File: config.mk
export PLATFORM = sky130hd
export DESIGN_NAME = pwm_meter
export DESIGN_NICKNAME = d
export VERILOG_FILES = /design/src/rtl/pwm_meter_pkg.sv /design/src/rtl/pwm_meter_div.sv /design/src/rtl/pwm_meter.sv
export SDC_FILE = /design/constraint.sdc
export NUM_CORES = 1
export LEC_CHECK = 0
export CORE_MARGIN = 2
export CORE_UTILIZATION = 50
export DETAILED_ROUTE_END_ITERATION = 6
export GPL_TIMING_DRIVEN = 1
export PLACE_DENSITY = 0.68
export RECOVER_POWER = 50
export SYNTH_ARGS = -nofsm -noshare
export SYNTH_HDL_FRONTEND = slang
export SYNTH_SLANG_ARGS = --single-unit
File: constraint.sdc
create_clock -name clk -period 6.26 [get_ports clk]
set_input_delay 1.878 -clock clk [delete_from_list [all_inputs] [get_ports clk]]
set_output_delay 1.878 -clock clk [all_outputs]
set_load 0.02 [all_outputs]
File: src/rtl/pwm_meter_pkg.sv
// Shared types and width helpers for the PWM duty/period meter.
package pwm_pkg;

  // Duty is reported as an integer percentage.
  localparam int PCT_MAX = 100;

  typedef enum logic [1:0] {
    S_ARM  = 2'd0,  // waiting for the first rising edge
    S_MEAS = 2'd1,  // counting the current period
    S_DIV  = 2'd2   // divider busy with the last period
  } state_t;

  // Counter width that can hold the timeout value itself.
  function automatic int cnt_width(input int tmo_cyc);
    return $clog2(tmo_cyc + 1);
  endfunction

  // The numerator H*100 + P/2 is below TMO_CYC*128, so seven extra bits suffice.
  function automatic int num_width(input int cnt_w);
    return cnt_w + 7;
  endfunction

endpackage

File: src/rtl/pwm_meter_div.sv
// Sequential restoring divider: one quotient bit per clock, W clocks per division.
module pwm_div #(
  parameter int W = 16
) (
  input  logic         clk,
  input  logic         rst_n,
  input  logic         start,
  input  logic [W-1:0] num,
  input  logic [W-1:0] den,
  output logic         busy,
  output logic         done,
  output logic [W-1:0] quo
);

  localparam int CW = $clog2(W + 1);

  logic [W-1:0]  rem;
  logic [W-1:0]  q_sh;
  logic [W-1:0]  den_q;
  logic [CW-1:0] cnt;
  logic [W:0]    rem_sh;
  logic [W:0]    diff;

  // Shift the next dividend bit into the partial remainder and trial-subtract.
  // A set MSB in diff means the subtraction borrowed.
  assign rem_sh = {rem, q_sh[W-1]};
  assign diff   = rem_sh - {1'b0, den_q};
  assign quo    = q_sh;

  // Load on start (restarting any division in flight), then iterate W times.
  always_ff @(posedge clk or negedge rst_n) begin
    if (!rst_n) begin
      rem   <= '0;
      q_sh  <= '0;
      den_q <= '0;
      cnt   <= '0;
      busy  <= 1'b0;
      done  <= 1'b0;
    end else begin
      done <= 1'b0;
      if (start) begin
        rem   <= '0;
        q_sh  <= num;
        den_q <= den;
        cnt   <= CW'(W);
        busy  <= 1'b1;
      end else if (busy) begin
        if (!diff[W]) begin
          rem  <= diff[W-1:0];
          q_sh <= {q_sh[W-2:0], 1'b1};
        end else begin
          rem  <= rem_sh[W-1:0];
          q_sh <= {q_sh[W-2:0], 1'b0};
        end
        cnt <= cnt - CW'(1);
        if (cnt == CW'(1)) begin
          busy <= 1'b0;
          done <= 1'b1;
        end
      end
    end
  end

endmodule

File: src/rtl/pwm_meter.sv
// Measures an incoming PWM waveform: duty in percent and period in clk cycles,
// with stuck-input detection when no rising edge arrives within the timeout.
module pwm_meter
  import pwm_pkg::*;
#(
  parameter  int CLK_FREQ        = 50_000_000,
  parameter  int PWM_FREQ        = 1000,
  parameter  int TIMEOUT_PERIODS = 4,
  localparam int NOM_CYC         = CLK_FREQ / PWM_FREQ,
  localparam int TMO_CYC         = TIMEOUT_PERIODS * NOM_CYC,
  localparam int CNT_W           = cnt_width(TMO_CYC),
  localparam int NUM_W           = num_width(CNT_W)
) (
  input  logic             clk,
  input  logic             rst_n,
  input  logic             pwm_in,
  output logic [7:0]       duty_cycle,
  output logic [CNT_W-1:0] period_cycles,
  output logic             valid,
  output logic             no_signal
);

  localparam logic [CNT_W-1:0] TMO_CNT = CNT_W'(TMO_CYC);

  logic             sync1, sync2, level_q;
  logic             level, rise;
  logic [CNT_W-1:0] per_cnt, hi_cnt, p_lat;
  state_t           state;
  logic             timeout;
  logic             div_start, div_busy, div_done;
  logic [NUM_W-1:0] div_num, div_den, div_quo;

  // Two-flop synchronizer followed by the edge-detect register.
  // NOTE: every flop in a clocked block uses <= so all of them sample the
  // pre-edge values; with = the chain would collapse into a single stage.
  always_ff @(posedge clk or negedge rst_n) begin
    if (!rst_n) begin
      sync1   <= 1'b0;
      sync2   <= 1'b0;
      level_q <= 1'b0;
    end else begin
      sync1   <= pwm_in;
      sync2   <= sync1;
      level_q <= sync2;
    end
  end

  assign level   = sync2;
  assign rise    = sync2 & ~level_q;
  assign timeout = (state != S_ARM) && (per_cnt == TMO_CNT) && !rise;

  // Period and high-time counters; the rising-edge cycle is the first high cycle.
  always_ff @(posedge clk or negedge rst_n) begin
    if (!rst_n) begin
      per_cnt <= '0;
      hi_cnt  <= '0;
    end else if (rise) begin
      per_cnt <= CNT_W'(1);
      hi_cnt  <= CNT_W'(1);
    end else if (state == S_ARM) begin
      per_cnt <= '0;
      hi_cnt  <= '0;
    end else begin
      if (per_cnt != TMO_CNT) per_cnt <= per_cnt + CNT_W'(1);
      if (level && hi_cnt != TMO_CNT) hi_cnt <= hi_cnt + CNT_W'(1);
    end
  end

  // Division starts in the rise cycle straight from the live counters:
  // duty = (H*100 + P/2) / P rounds to nearest.
  assign div_start = (state == S_MEAS) && rise;
  assign div_num   = NUM_W'(hi_cnt) * NUM_W'(PCT_MAX) + NUM_W'(per_cnt >> 1);
  assign div_den   = NUM_W'(per_cnt);

  pwm_div #(.W(NUM_W)) u_div (
    .clk   (clk),
    .rst_n (rst_n),
    .start (div_start),
    .num   (div_num),
    .den   (div_den),
    .busy  (div_busy),
    .done  (div_done),
    .quo   (div_quo)
  );

  // Measurement FSM and registered outputs.
  always_ff @(posedge clk or negedge rst_n) begin
    if (!rst_n) begin
      state         <= S_ARM;
      p_lat         <= '0;
      duty_cycle    <= '0;
      period_cycles <= '0;
      valid         <= 1'b0;
      no_signal     <= 1'b0;
    end else begin
      valid <= 1'b0;
      if (timeout) begin
        // Stuck input: report the held level; any division in flight is dropped.
        duty_cycle    <= level ? 8'(PCT_MAX) : 8'd0;
        period_cycles <= '0;
        no_signal     <= 1'b1;
        valid         <= 1'b1;
        state         <= S_ARM;
      end else begin
        case (state)
          S_ARM: begin
            // The first edge only opens a period; nothing to report yet.
            if (rise) state <= S_MEAS;
          end
          S_MEAS: begin
            if (rise) begin
              p_lat <= per_cnt;
              state <= S_DIV;
            end
          end
          S_DIV: begin
            // Edges arriving here only restart the counters; the divider
            // keeps working on the period it already has.
            if (div_done) begin
              duty_cycle    <= (div_quo > NUM_W'(PCT_MAX)) ? 8'(PCT_MAX) : div_quo[7:0];
              period_cycles <= p_lat;
              no_signal     <= 1'b0;
              valid         <= 1'b1;
              state         <= S_MEAS;
            end else if (!div_busy) begin
              // Divider idle without a result: resume measuring rather than wait forever.
              state <= S_MEAS;
            end
          end
          default: state <= S_ARM;
        endcase
      end
    end
  end

endmodule

# Word level (Yosys, flattened, before mapping)
# Cells that the tools add are included.
[totals] inputBits=3 elab_cells=91 output_inout_bits=28 regBits=162
[op_classes] order_cmp=1 n_reduce_logical=15 bitwise_logic=3 add_sub_neg=5 eq_ne=9 n_mux=40 multipliers=1
[op_table] operator="$mux W18" n=9
[op_table] operator="$mux W25" n=5
[op_table] operator="$add A18 B1 Y18 const B" n=2
[op_table] operator="$ne A18 B18 Y1 const B" n=2
[op_table] operator="$mux W8" n=4
[op_table] operator="$sub A26 B18 Y26" n=1
[op_table] operator="$add A25 B17 Y25" n=1
[op_table] operator="$gt A25 B7 Y1 const B" n=1
[op_table] operator="$mul A18 B5 Y23 const B" n=1
[op_table] operator="$eq A18 B18 Y1 const B" n=1
[op_table] operator="$mux W1" n=13
[op_table] operator="$mux W2" n=5
[op_table] operator="$mux W5" n=2
[op_table] operator="$reduce_bool A2 Y1" n=4
[op_table] operator="$mux W7" n=1
[op_table] operator="$ne A3 B3 Y1 const B" n=2
[op_table] operator="$pmux W2 S3" n=1
[op_table] operator="$reduce_and A3 Y1" n=2
[op_table] operator="$reduce_bool A3 Y1" n=2
[op_table] operator="$eq A5 B1 Y1 const B" n=1
[op_table] operator="$sub A5 B1 Y5 const B" n=1
[op_table] operator="$logic_and A1 B1 Y1" n=4
[op_table] operator="$ne A4 B4 Y1 const B" n=1
[op_table] operator="$eq A2 B1 Y1 const B" n=1
[op_table] operator="6 further kinds" n=7

# Logic depth before layout (Yosys ltp)
# Gate-level depths: netlist (run 1).
[depth] depth_word=6 depth_mapped=24 depth_no_buf=24

# Modules after synthesis
# Synthesis (run 1) repeated with hierarchy kept, for this count alone.
[unflattened] hier_cells=1279 area_unflattened_um2=11676.2
[by_module_without_submodules] mod="pwm_meter" instances=1 cells_per_inst=731 area_per_inst_um2=6688.9 seq_area_each_um2=2177.1
[by_module_without_submodules] mod="pwm_div" instances=1 cells_per_inst=548 area_per_inst_um2=4987.3 seq_area_each_um2=2052.0

# Worst setup path after synthesis (run 1)
# Ideal clock, no wire load.
[synth_timing] kind="reg-to-reg" start="reg hi_cnt[4]" end="reg u_div.q_sh[24] (netlist: u_div.quo[24])" path_buffers=0 synth_period_minus_slack_ps=4569 setup_ps=77 t_required_ps=6183 setup_slack_ps=1691 stages_incl_launch_ff=24 arrival_time_ps=4491 path_cell_list="dfrtp_1 > inv_1 > ha_1 > ha_1 > inv_1 > fa_1 > inv_1 > ha_1 > a21oi_2 > o211ai_2 > o21a_2 > a21o_1 > a21oi_1 > xnor2_1 > ha_1 > nand2_1 > nor2_1 > nand2_1 > o211ai_1 > a21o_1 > nand4_2 > or3_1 > xnor2_1 > a21oi_1"
[synth_between] elab_chain_cells=3
[synth_rtl] element="start: declaration" line_no="pwm_meter.sv:27" text="logic [CNT_W-1:0] per_cnt, hi_cnt, p_lat;"
[synth_rtl] element="start signal: assignment" line_no="pwm_meter.sv:65" text="if (level && hi_cnt != TMO_CNT) hi_cnt <= hi_cnt + CNT_W'(1);"
[synth_rtl] element="$mul A18 B5 Y23" line_no="pwm_meter.sv:72" text="assign div_num = NUM_W'(hi_cnt) * NUM_W'(PCT_MAX) + NUM_W'(per_cnt >> 1);"
[synth_rtl] element="$add A25 B17 Y25" line_no="pwm_meter.sv:72"
[synth_rtl] element="$mux W25" line_no="pwm_meter_div.sv:41" text="if (start) begin"
[synth_rtl] element="end signal: assignment" line_no="pwm_meter_div.sv:43" text="q_sh <= num;"
[synth_rtl] element="end signal: assignment" line_no="pwm_meter_div.sv:50" text="q_sh <= {q_sh[W-2:0], 1'b1};"
[synth_rtl] element="end signal: assignment" line_no="pwm_meter_div.sv:53" text="q_sh <= {q_sh[W-2:0], 1'b0};"
[synth_rtl] element="end: declaration" line_no="pwm_meter_div.sv:18" text="logic [W-1:0] q_sh;"
# Every way passes these cells.
# A chain may end at the register's enable or synchronous reset.

# Final worst setup path (run 1)
# Same ends and word-level chain as after synthesis.

==> results.sh, run 1 <==
export IMPL_violations="capacitance limit, slew limit"
export IMPL_antenna_left=0
export IMPL_finClkSkew_ns=0.0129
export IMPL_crit_family="adder cells"
export IMPL_ys_types=73
export IMPL_grt_pass1_wl_um=36500
export IMPL_antenna_found_initial=0
export IMPL_grt_overflow=0
export IMPL_critical_path_required_ns=6.48
export IMPL_clock_latency_ns=0.42
export IMPL_crit_chain="inv_1 > ha_1 > ha_1 > inv_1 > fa_1 > inv_1 > ha_1 > a211o_1 > a31oi_1 > o21bai_1 > a21oi_1 > xnor2_1 > ha_1 > nand2_1 > nor2_1 > nand2_1 > o211ai_1 > a21o_1 > nand4_2 > or3_1 > xnor2_1 > a21oi_1"
export IMPL_hold_slack_ns=0.347
export IMPL_finalSetupViolations=0
export IMPL_core_area_um2=19600
export IMPL_die_area_um2=21300
export IMPL_grt_max_degree=102
export IMPL_fill_cells=1773
export IMPL_clock_sinks=144
export IMPL_die_height_um=146
export IMPL_async_flop_share=1.00
export IMPL_p_per_area_nw_per_um2=367
export IMPL_cts_reportedPaths_clkPinSlew_ns=0.06
export IMPL_port_buffers=30
export IMPL_via_count=7670
export IMPL_yosys_most_used_dff="dfrtp_1"
export IMPL_grt_usage=0.209
export IMPL_critPathBufInv=3
export IMPL_hold_viol=0
export IMPL_areaGrowthSynthToFinish_pct=11.1
export IMPL_grt_setup_unrepaired="no"
export IMPL_multi_input_area_um2=5910
export IMPL_routed_wl_um=21600
export IMPL_cts_tree="yes"
export IMPL_synth_seq_area_share=0.358
export IMPL_max_freq_mhz=196
export IMPL_cts_buffers=17
export IMPL_min_period_ns=5.11
export IMPL_pre_cts_ws_ns=1.27
export IMPL_syn_area_um2=10100
export IMPL_synth_edf_count=0
export IMPL_drtPass1Iterations=6
export IMPL_yosys_area_top_type="dfrtp_1"
export IMPL_synth_nets=1225
export IMPL_clockBufferDepth=2
export IMPL_hold_path_class="reg2reg"
export IMPL_rows=51
export IMPL_drc_errors=0
export IMPL_fin_crit_sh=0.816
export IMPL_antenna_cells=0
export IMPL_yosysMostFrequentCell="dfrtp_1"
export IMPL_gp_congestion=0.931
export IMPL_status="complete, but fails checks"
export IMPL_synth_area_leaders="dfrtp_1, ha_1, xnor2_1"
export IMPL_post_drt_via_cell_ratio=5.47
export IMPL_die_w_um=146
export IMPL_tightest_slew_ns=2.60
export IMPL_cp_max_fo=6
export IMPL_pin_count=31
export IMPL_setup_tns_ns=0
export IMPL_power_leakage_nw=5.48
export IMPL_critPathMostFrequentCell="ha_1"
export IMPL_maxCapViolCount=5
export IMPL_worstPathArrival_ns=5.33
export IMPL_worstSetupEndpointType="flop"
export IMPL_relSlewSlack=-0.732
export IMPL_regArea_um2=3600
export IMPL_cp_slowest_cell="fa_1"
export IMPL_drt_initial_drc_count=390
export IMPL_h_tree_depth=4
export IMPL_synth_top_area_share=0.358
export IMPL_grt_pass1_vias=7459
export IMPL_nets=1245
export IMPL_postCtsHoldBufs=0
export IMPL_final_layout_size_suffix_gt1_frac=0.0581
export IMPL_dp_hpwl_um=16100
export IMPL_start_kind="flop"
export IMPL_ys_top_cells_by_count="dfrtp_1, nand2_1, ha_1"
export IMPL_root_buffer="clkbuf_16"
export IMPL_critical_path_class="reg2reg"
export IMPL_wl_per_cell_um=15.4
export IMPL_slew_violations=278
export IMPL_slowest_delay_ns=0.50
export IMPL_post_cts_setup_buffers=0
export IMPL_ctsResizeCount=0
export IMPL_fin_ws_ns=1.15
export IMPL_yosys_warnings=0
export IMPL_ir_drop_v=0.000203
export IMPL_start_util=0.514
export IMPL_synth_area_per_cell_um2=9.13
export IMPL_ys_ff_latch=144
export IMPL_synthCells=1103
-- final timing paths --
path | from | to | slack (ns) | depth (start not counted)
worst min register to register | sync1$_DFF_PN0_ | level$_DFF_PN0_ | 0.35 | 0
worst max register to register | hi_cnt[4]$_DFFE_PN0P_ | u_div.quo[24]$_DFFE_PN0P_ | 1.15 | 22
worst max-delay path | hi_cnt[4]$_DFFE_PN0P_ | u_div.quo[24]$_DFFE_PN0P_ | 1.15 | 22
max in group asynchronous | rst_n | u_div.den_q[0]$_DFFE_PN0P_ | 2.35 | 2
min in group asynchronous | rst_n | period_cycles[5]$_DFFE_PN0P_ | 2.22 | 1
worst min-delay path | sync1$_DFF_PN0_ | level$_DFF_PN0_ | 0.35 | 0
-- flip-flops by register name, summed over array words and instances, names as in the netlist --
signal / flops
u_div.quo: 25
no_signal: 1
u_div.cnt: 5
duty_cycle: 8
u_div.den_q: 14
level: 1
u_div.rem: 25
state: 2
u_div.busy: 1
hi_cnt: 18
p_lat: 4
level_q: 1
u_div.done: 1
period_cycles: 18
valid: 1
per_cnt: 18
sync1: 1
-- layout by cell type, fill, tap and decap left out, types with 5 or more instances in the layout --
cell type / instances
o21ai_0: 72
o21bai_1: 8
nor3_1: 12
inv_1: 101
dfrtp_1: 144
nor2b_1: 9
mux2i_1: 38
nor4_1: 7
nand2_1: 132
nand3_1: 25
nor2_1: 82
xnor2_1: 60
and3_1: 11
a21oi_1: 79
buf_4: 5
nand4_1: 7
a211oi_1: 16
or3_1: 5
clkdlybuf4s50_1: 28
xor2_1: 32
o21a_1: 8
ha_1: 104
nand2b_1: 6
fa_1: 15
a21o_1: 14
o211ai_1: 6
clkbuf_16: 17
-- layer usage --
metal  GRT usage  vias to the layer above  part of all wire
met5           0                        -                 0
met4      0.0598                        0             0.017
met3      0.0376                       25             0.032
met2       0.356                      131              0.50
met1       0.274                     3689              0.46
li1            -                     3825                 -
-- report_power, final --
| part | switching (mW) | internal (mW) | leakage [nW] |
|---|---|---|---|
| combinational | 0.875 | 0.750 | 3.30 |
| clock | 0.420 | 0.627 | 0.288 |
| sequential | 0.267 | 1.16 | 1.90 |
-- metrics by stage --
step / cells / power (mW) / cell area (µm²) / utilization
floorplan: 1103 / 2.71 / 10100 / -
global placement: 1369 / 3.02 / 10600 / 0.541
detailed placement: 1369 / 3.06 / 10600 / 0.541
CTS: 1401 / 4.13 / 11200 / 0.572
global route: 1401 / 4.41 / 11200 / 0.571
finish: 1401 / 4.10 / 11200 / 0.571
-- cell families (layout without fill, tap and decap cells) --
| group | Yosys count | after routing | share of synthesized area |
|---|---|---|---|
| and+or+nand+nor | 323 | 323 | 0.153 |
| xor gates and xnor gates | 95 | 95 | 0.0849 |
| adders and majority gates | 119 | 119 | 0.159 |
| buffers and inverters | 138 | 171 | 0.0554 |
| muxes | 39 | 39 | 0.0389 |
| DFF | 144 | 144 | 0.358 |
| AOI/OAI and AO/OA | 245 | 245 | 0.151 |
-- final cells by class --
cell class,count,area share
Multi-Input combinational cell,821,0.529
Sequential cell,144,0.322
Clock buffer,20,0.0417
Inverter,101,0.0339
Timing Repair Buffer,38,0.0308
Tap cell,265,0.0296
Clock inverter,12,0.0130
No activity file was read; power rests on OpenSTA's default activity.
==> inputs of run 2 (changes only) <==
Clock period 6.26 ns to 5.2 ns, I/O delays scaled along.
==> run 2 against run 1 <==
  * The run still ends with capacitance limit, slew limit left
  * Via count barely moved
  * Combinational power rose by 23%
  * Die area did not move
  * Wire length fell by 0.51%
  * Sequential share of layout area fell by 0.086 points
  * Count of clock-buffer cells in the layout fell by 1
  * Maximum frequency rose by 5.1%
  * Final cell count rose by 0.29%
  * Register-to-register slack got worse by 0.81 ns
  * Highest routed layer unchanged
==> results.sh, run 2 (same netlist as run 1, synthesis figures left out) <==
export IMPL_fill_cells=1755
export IMPL_antenna_found_initial=0
export IMPL_status="complete, but fails checks"
export IMPL_r2r_start="hi_cnt[4]$_DFFE_PN0P_"
export IMPL_cts_buffers=17
export IMPL_worstPathArrival_ns=5.15
export IMPL_violations="capacitance limit, slew limit"
export IMPL_ff2ff_path_depth=23
export IMPL_antenna_cells=0
export IMPL_hold_path_class="reg2reg"
export IMPL_dpl_cell_area_um2=10600
export IMPL_port_buffers=30
export IMPL_slowest_delay_ns=0.50
export IMPL_routed_wl_um=21500
export IMPL_ff2ff_setup_slack_ns=0.34
export IMPL_die_height_um=146
export IMPL_drc_errors=0
export IMPL_grt_overflow=0
export IMPL_cts_reportedPaths_clkPinSlew_ns=0.06
export IMPL_worstSetupEndpointType="flop"
export IMPL_relSlewSlack=-0.952
export IMPL_areaGrowthSynthToFinish_pct=11.4
export IMPL_slew_violations=187
export IMPL_max_freq_mhz=206
export IMPL_holdPathStages=0
export IMPL_finClkSkew_ns=0.0128
export IMPL_p_per_area_nw_per_um2=439
export IMPL_nets=1249
export IMPL_cp_slowest_cell="fa_1"
export IMPL_power_leakage_nw=5.50
export IMPL_postCtsHoldBufs=0
export IMPL_layout_common_cells="dfrtp_1, nand2_1, ha_1"
export IMPL_final_layout_size_suffix_gt1_frac=0.0649
export IMPL_reg2reg_to="u_div.quo[24]$_DFFE_PN0P_"
export IMPL_ir_drop_v=0.000260
export IMPL_min_from="sync1$_DFF_PN0_"
export IMPL_maxCapViolCount=3
export IMPL_cts_tree="yes"
export IMPL_tightest_slew_ns=2.93
export IMPL_fin_ws_ns=0.341
export IMPL_hold_slack_ns=0.350
export IMPL_wl_per_cell_um=15.3
export IMPL_critPathMostFrequentCell="ha_1"
export IMPL_clock_sinks=144
export IMPL_cp_max_fo=5
export IMPL_root_buffer="clkbuf_16"
export IMPL_die_area_um2=21300
export IMPL_fin_crit_sh=0.934
export IMPL_h_tree_depth=4
export IMPL_antenna_left=0
export IMPL_setup_tns_ns=0
export IMPL_finalInstanceArea_um2=11200
export IMPL_via_count=7676
export IMPL_dp_hpwl_um=16000
export IMPL_hold_viol=0
export IMPL_start_kind="flop"
export IMPL_min_period_ns=4.86
export IMPL_grt_usage=0.212
export IMPL_final_common_cell="dfrtp_1"
export IMPL_grt_pass1_vias=7543
export IMPL_grt_max_degree=96
export IMPL_post_drt_via_cell_ratio=5.46
export IMPL_fin_util=0.573
export IMPL_die_w_um=146
export IMPL_gp_congestion=0.869
export IMPL_pre_cts_ws_ns=0.225
export IMPL_core_area_um2=19600
export IMPL_crit_chain="buf_4 > ha_1 > ha_1 > inv_1 > fa_1 > inv_1 > ha_1 > o211ai_1 > o211ai_2 > o21a_2 > a21o_1 > a21oi_1 > xnor2_1 > ha_1 > nand2_1 > nor2_1 > nand2_1 > o211ai_1 > a21o_1 > nand4_2 > or3_1 > xnor2_1 > a21oi_1"
export IMPL_finalSetupViolations=0
export IMPL_drt_initial_drc_count=366
export IMPL_clock_latency_ns=0.43
export IMPL_start_util=0.514
export IMPL_clockBufferDepth=2
export IMPL_holdPathEnd="level$_DFF_PN0_"
export IMPL_drtPass1Iterations=4
export IMPL_critical_path_required_ns=5.49
export IMPL_rows=51
export IMPL_grt_pass1_wl_um=37000
export IMPL_pin_count=31
export IMPL_critical_path_class="reg2reg"
run 2: worst max path at each step:
stage	endpoint	slack (ns)	start
after global routing	u_div.quo[24]$_DFFE_PN0P_	-0.006	hi_cnt[4]$_DFFE_PN0P_
final	u_div.quo[24]$_DFFE_PN0P_	0.34	hi_cnt[4]$_DFFE_PN0P_
after detailed placement	u_div.quo[24]$_DFFE_PN0P_	0.23	hi_cnt[4]$_DFFE_PN0P_
after CTS	u_div.quo[24]$_DFFE_PN0P_	0.21	hi_cnt[4]$_DFFE_PN0P_
after floorplan	u_div.quo[24]$_DFFE_PN0P_	0.63	hi_cnt[4]$_DFFE_PN0P_
after global placement	u_div.quo[24]$_DFFE_PN0P_	0.39	hi_cnt[4]$_DFFE_PN0P_
run 2: report_power, final:
part / total, mW / switching, mW / internal [mW] / leakage, nW
combinational: 2.00 / 1.08 / 0.917 / 3.32
sequential: 1.69 / 0.286 / 1.40 / 1.89
clock: 1.24 / 0.514 / 0.729 / 0.287
total: 4.93 / 1.88 / 3.05 / 5.50
run 2: worst max-delay path: cells and delay by family, from the launching register on:
kind                       cells  cell delay, ns
AOI/OAI and AO/OA              8            1.26
xor gates and xnor gates       2            0.30
adders and majority gates      5            1.77
buffers and inverters          3            0.24
DFF                            1            0.41
and+or+nand+nor                5            0.75
run 2: routing by layer:
metal / track usage / wire, µm / vias to the layer above
li1: - / - / 3841
met1: 0.275 / 9890 / 3696
met2: 0.363 / 10500 / 108
met3: 0.0426 / 718 / 31
met4: 0.0539 / 337 / 0
met5: 0 / 0 / -
run 2: per-stage QoR:
step                power [mW]  instances
floorplan                 3.26       1103
global placement          3.65       1369
detailed placement        3.68       1369
CTS                       4.95       1401
global route              5.31       1405
finish                    4.93       1405
run 2: cell type report:
class                   instances  area [µm²]  area share
multi-input cells             821        5930       0.528
clock inverters                13         149      0.0133
flip-flops and latches        144        3610       0.321
inverters                     101         379      0.0338
repair buffers                 42         387      0.0345
well taps                     265         332      0.0295
clock buffers                  19         443      0.0395
run 2: timing repair:
item | in CTS | in global routing
gates resized for setup | 0 | 4
setup buffers | 0 | 4
setup endpoints to repair | 0 | 2
==> inputs of run 3 (changes only) <==
Settings changed: CTS_CLUSTER_DIAMETER from default to 40.
==> results of run 3 <==
No change in the layout: final DEF, timing and power equal those of run 2.
